[config.mk]
export PLATFORM = sky130hd
export DESIGN_NAME = mips_load_store_unit
export DESIGN_NICKNAME = d
export VERILOG_FILES = /design/src/rtl/mips_lsu_pkg.sv /design/src/rtl/lsu_lane_align.sv /design/src/rtl/mips_load_store_unit.sv
export SDC_FILE = /design/constraint.sdc
export NUM_CORES = 1
export LEC_CHECK = 0
export ABC_AREA = 1
export BUFFER_PORTS_ARGS = -buffer_cell sky130_fd_sc_hd__buf_2
export CAP_MARGIN = 40
export CELL_PAD_IN_SITES_DETAIL_PLACEMENT = 0
export CELL_PAD_IN_SITES_GLOBAL_PLACEMENT = 1
export CORE_MARGIN = 1.5
export CORE_UTILIZATION = 34
export DETAILED_ROUTE_END_ITERATION = 10
export PLACE_DENSITY = 0.83
export SYNTH_ARGS = -nofsm -noshare
export SYNTH_HDL_FRONTEND = slang
export SYNTH_SLANG_ARGS = --single-unit
[constraint.sdc]
create_clock -name clk -period 1.7 [get_ports clk]
set_input_delay 0.255 -clock clk [delete_from_list [all_inputs] [get_ports clk]]
set_output_delay 0.255 -clock clk [all_outputs]
set_load 0.02 [all_outputs]
[src/rtl/mips_lsu_pkg.sv]
// Shared encodings for the MIPS load/store unit: access sizes, FSM states, lane helpers.
package mips_lsu_pkg;

  typedef enum logic [1:0] {
    SIZE_BYTE    = 2'b00,
    SIZE_HALF    = 2'b01,
    SIZE_WORD    = 2'b10,
    SIZE_ILLEGAL = 2'b11
  } size_t;

  typedef enum logic [2:0] {
    IDLE   = 3'd0,
    LOAD   = 3'd1,
    RMW_RD = 3'd2,
    STORE  = 3'd3,
    RESP   = 3'd4
  } state_t;

  localparam logic [31:0] BYTE_MASK = 32'h0000_00ff;
  localparam logic [31:0] HALF_MASK = 32'h0000_ffff;

  // Bit offset of the addressed lane; halves use addr[1] only, words always start at bit 0.
  function automatic logic [4:0] lane_shift(input size_t size, input logic [1:0] lane);
    case (size)
      SIZE_BYTE: return {lane, 3'b000};
      SIZE_HALF: return {lane[1], 4'b0000};
      default:   return 5'd0;
    endcase
  endfunction

endpackage

[src/rtl/lsu_lane_align.sv]
// Combinational lane steering: extracts/extends load data and merges store data into a word.
module lsu_lane_align
  import mips_lsu_pkg::*;
(
  input  logic [31:0] word,
  input  logic [1:0]  lane,
  input  size_t       size,
  input  logic        zero_ext,
  input  logic [31:0] wdata,
  output logic [31:0] load_data,
  output logic [31:0] store_word
);

  logic [4:0]  shift;
  logic [15:0] lane_bits;

  always_comb begin
    shift      = lane_shift(size, lane);
    lane_bits  = 16'(word >> shift);
    load_data  = '0;
    store_word = wdata;
    case (size)
      SIZE_BYTE: begin
        load_data  = {{24{~zero_ext & lane_bits[7]}}, lane_bits[7:0]};
        store_word = (word & ~(BYTE_MASK << shift)) | ((wdata & BYTE_MASK) << shift);
      end
      SIZE_HALF: begin
        load_data  = {{16{~zero_ext & lane_bits[15]}}, lane_bits};
        store_word = (word & ~(HALF_MASK << shift)) | ((wdata & HALF_MASK) << shift);
      end
      SIZE_WORD: begin
        load_data  = word;
        store_word = wdata;
      end
      default: ;
    endcase
  end

endmodule

[src/rtl/mips_load_store_unit.sv]
// MIPS data-memory initiator: one request at a time, sub-word stores via read-modify-write.
// Define LSU_ALIGN_CHECK_EN to flag misaligned half/word accesses instead of force-aligning them.
module mips_load_store_unit
  import mips_lsu_pkg::*;
#(
  parameter int unsigned DATA_WIDTH   = 32,
  parameter int unsigned MEMORY_DEPTH = 256,
  parameter int unsigned ADDR_WIDTH   = 32
) (
  input  logic                  clk,
  input  logic                  reset,
  input  logic                  req_valid,
  output logic                  req_ready,
  input  logic                  req_write,
  input  logic [1:0]            req_size,
  input  logic                  req_unsigned,
  input  logic [ADDR_WIDTH-1:0] req_addr,
  input  logic [DATA_WIDTH-1:0] req_wdata,
  output logic                  resp_valid,
  output logic [DATA_WIDTH-1:0] resp_rdata,
  output logic                  resp_error,
  output logic [DATA_WIDTH-1:0] mem_addr,
  output logic [DATA_WIDTH-1:0] mem_wdata,
  output logic                  mem_write,
  output logic                  mem_read,
  input  logic [DATA_WIDTH-1:0] mem_rdata
);

  state_t                state;
  size_t                 req_sz;
  size_t                 cap_size;
  logic [1:0]            cap_lane;
  logic                  cap_unsigned;
  logic [DATA_WIDTH-1:0] cap_wdata;
  logic [ADDR_WIDTH-1:0] word_idx;
  logic                  range_err;
  logic                  align_err;
  logic                  req_err;
  logic [DATA_WIDTH-1:0] load_data;
  logic [DATA_WIDTH-1:0] store_word;

  assign req_sz    = size_t'(req_size);
  assign word_idx  = req_addr >> 2;
  assign range_err = word_idx >= ADDR_WIDTH'(MEMORY_DEPTH);

`ifdef LSU_ALIGN_CHECK_EN
  assign align_err = ((req_sz == SIZE_HALF) && req_addr[0]) ||
                     ((req_sz == SIZE_WORD) && (req_addr[1:0] != 2'b00));
`else
  assign align_err = 1'b0;
`endif

  assign req_err   = (req_sz == SIZE_ILLEGAL) || range_err || align_err;
  assign req_ready = (state == IDLE);

  lsu_lane_align u_align (
    .word       (mem_rdata),
    .lane       (cap_lane),
    .size       (cap_size),
    .zero_ext   (cap_unsigned),
    .wdata      (cap_wdata),
    .load_data  (load_data),
    .store_word (store_word)
  );

  // Strobes are registered alongside the state transition so each output is a pure flop.
  always_ff @(posedge clk or negedge reset) begin
    if (!reset) begin
      state        <= IDLE;
      cap_size     <= SIZE_BYTE;
      cap_lane     <= '0;
      cap_unsigned <= 1'b0;
      cap_wdata    <= '0;
      resp_valid   <= 1'b0;
      resp_error   <= 1'b0;
      resp_rdata   <= '0;
      mem_addr     <= '0;
      mem_wdata    <= '0;
      mem_write    <= 1'b0;
      mem_read     <= 1'b0;
    end else begin
      resp_valid <= 1'b0;
      mem_read   <= 1'b0;
      mem_write  <= 1'b0;
      case (state)
        IDLE: begin
          if (req_valid) begin
            cap_size     <= req_sz;
            cap_lane     <= req_addr[1:0];
            cap_unsigned <= req_unsigned;
            cap_wdata    <= req_wdata;
            resp_rdata   <= '0;
            resp_error   <= 1'b0;
            if (req_err) begin
              resp_error <= 1'b1;
              resp_valid <= 1'b1;
              state      <= RESP;
            end else begin
              mem_addr <= DATA_WIDTH'(word_idx);
              if (!req_write) begin
                mem_read <= 1'b1;
                state    <= LOAD;
              end else if (req_sz == SIZE_WORD) begin
                mem_wdata <= req_wdata;
                mem_write <= 1'b1;
                state     <= STORE;
              end else begin
                mem_read <= 1'b1;
                state    <= RMW_RD;
              end
            end
          end
        end
        LOAD: begin
          resp_rdata <= load_data;
          resp_valid <= 1'b1;
          state      <= RESP;
        end
        RMW_RD: begin
          mem_wdata <= store_word;
          mem_write <= 1'b1;
          state     <= STORE;
        end
        STORE: begin
          resp_valid <= 1'b1;
          state      <= RESP;
        end
        RESP:    state <= IDLE;
        default: state <= IDLE;
      endcase
    end
  end

endmodule

==> results.yml <==
outcome:
  outcome: "finished, final reports clean"
critical_path:
  worstSetupPathType: "flop to flop"
  cp_max_fo: 6
  end_kind: "flop"
  max_stage_delay_ps: 410
  critPathSlowestCell: "dfrtp_1"
  cp.arrival_ps: 1990
  crit_chain: "buf_12, nor2_8, nand2_4, buf_4, nand2_2, nand3_4, nand3_4, nand3_1, nand2_1, nand2_1"
  critPathLaunchType: "flop"
  required_ps: 2020
floorplan:
  rows: 54
  start_util_pct: 35.04
  die-area_um2: 23610
  die_w_um: 153.7
  ios: 204
  core_um2: 22030
  die_h_um: 153.7
clock_network:
  clkLatencyLatePin_ps: 430
  path_clk_slew_ps: 60
  ctsRootBufferMaster: "clkbuf_16"
  clock-sinks: 138
  cts_max_level: 4
  cts_tree: "done"
  numCtsBuffers: 17
  clockBufferDepth: 2
synthesis:
  ys_seq_elements: 138
  synthSimpleGateAreaFrac_pct: 37.34
  synth_compound_area_share_pct: 8.009
  synth-edff-count: 0
  synth_top_cell_area_share_pct: 44.75
  ys_types: 33
  synth_largest_area_cell: "dfrtp_1"
  synthMuxAreaShare_pct: 0
  syn_area_um2: 7717
  synth-main-ff-cell: "dfrtp_1"
  synth_area_leaders: "dfrtp_1, nand2_1, nand3_1, inv_1, a21oi_1"
  synth_async_sr_flop_share_pct: 100.0
  ys_warn_count: 0
  avgSynthCellArea_um2: 7.048
  yosysSeqAreaShare_pct: 44.75
  postSynthCellCount: 1095
  synth_fa_ha_area_share_pct: 0.6485
  synth_top_family_by_area: "simple AND/OR/NAND/NOR gates"
  synth_xor_area_share_pct: 0
sta:
  skew_ps: 15.69
  finalCritPeriodShare_pct: 98.10
  fin_ws_ps: 32.36
  hold_viol: 0
  finalSetupViolations: 0
  tns_ps: 0
  rsz0062_at_grt: "true"
  period_minus_slack_ps: 1668
  clock.fmax_mhz: 599.6
  maxSlewViolCount: 0
detailed_routing:
  drc: 0
  ant_nets: 0
  dr.first_iter.drc_count: 514
  routed_via_density: 4.903
  avgRoutedWirePerCell_um: 16.03
  routed_wirelength_mm: 25.70
  via_count: 7860
  dr.pass1.iters: 5
global_routing:
  grt.overflow.total: 0
  grt_start_max_net_pins: 60
  grt_pass1_vias: 7443
  grt_usage_pct: 21.60
  antenna_found_initial: 1
  grt_pass1_wl_mm: 40.01
placement:
  port-buffer-count: 201
  place_congestion: 0.9076
  post-place-ws_ps: -77.10
  dpl.hpwl_mm: 18.16
  dp_cells: 1563
finish:
  drive_gt1_share_pct: 28.04
  mostFrequentLayoutCell: "nand2_1"
  final_cell_mix: "nand2_1, buf_2, dfrtp_1, nand3_1, inv_1"
  fin_cells: 1603
  nFillCells: 2250
  insertedDiodeCount: 0
  finish.utilization_pct: 46.14
  final_nets: 1417
  area_growth_syn_to_layout_pct: 31.70
power_and_ir_drop:
  leakagePower_nw: 5.721
  power.total_w: 0.009832
  peakVddDrop_v: 0.0004770
  powerDensity_nw_per_um2: 967.3
min_path:
  min_path_type: "primary input to flop"
job:
  maxCapViolations: 0
[registers in the layout, indices dropped and copies added, names as in the netlist]
register      count
resp_rdata       32
resp_valid        1
mem_addr         30
cap_unsigned      1
resp_error        1
mem_write         1
mem_wdata        32
cap_lane          2
cap_size          2
mem_read          1
cap_wdata        32
state             3
[per-stage QoR]
step	cell area, um^2	hold slack [ps]
after CTS	9834	5.576
after global placement	9215	204.7
final	10160	23.99
after global routing	10160	26.68
after detailed placement	9230	206.4
after floorplan	7737	-40.59
[area by class of cell]
| cell class | instances | area [um^2] | area share, % |
|---|---|---|---|
| Clock buffer | 19 | 442.9 | 4.358 |
| Tap cell | 280 | 350.3 | 3.447 |
| Inverter | 89 | 350.3 | 3.447 |
| Sequential cell | 138 | 3456 | 34.00 |
| Timing Repair Buffer | 257 | 1594 | 15.68 |
| Clock inverter | 13 | 107.6 | 1.059 |
| Multi-Input combinational cell | 807 | 3862 | 38.00 |
[timing repair]
action | in CTS | in global routing
resized for setup | 12 | 60
gates cloned | 0 | 5
hold buffers | 1 | 0
endpoints found under the hold margin | 37 | 0
setup endpoints to repair | 29 | 62
buffers inserted | 0 | 3
pin swaps | 1 | 22
[routing by layer]
metal / GRT usage (%) / routed length (um)
met1: 29.16 / 11610
met2: 34.63 / 11940
met3: 4.171 / 1617
met4: 7.490 / 534
met5: 0 / 10
[synthesized netlist by cell type (9+ instances only)]
master and instances:
o21ai_0 37, clkbuf_1 22, dfrtp_1 138, buf_2 25, buf_6 9, inv_1 83
nand4_1 16, a21oi_1 52, nand2_1 464, nand3_1 126, nor2_1 58
[final timing paths]
kind | startpoint | to | slack, ps | depth (start not counted)
setup / recovery | cap_size[1] | resp_rdata[21] | 30 | 10
hold / removal | req_unsigned | cap_unsigned | 20 | 3
setup reg to reg | cap_size[1] | resp_rdata[21] | 30 | 10
hold reg to reg | mem_wdata[6] | mem_wdata[6] | 470 | 2
max in group asynchronous | reset | state[2] | 830 | 3
min in group asynchronous | reset | resp_error | 300 | 2
[worst max-delay path, delay by kind of cell, from the launching register on]
| family | cells | cell delay, ps |
|---|---|---|
| simple gates | 8 | 820 |
| buf+inv | 2 | 320 |
| flops | 1 | 410 |
[logic make-up after synthesis]
family	count (synthesis)
AND/OR/NAND/NOR	684
buffers and inverters	155
flip-flops	138
AO/OA/AOI/OAI	113
adder cells (fa/ha/maj)	4
other	1
[power by group]
group	switching, W	total [W]	leakage (nW)	internal (W)
Sequential	0.000220	0.00378	1.71	0.00356
Combinational	0.00160	0.00251	3.75	0.000910
Clock	0.00160	0.00354	0.259	0.00194
Total	0.00342	0.00983	5.72	0.00641
(Power assumes the default switching activity.)
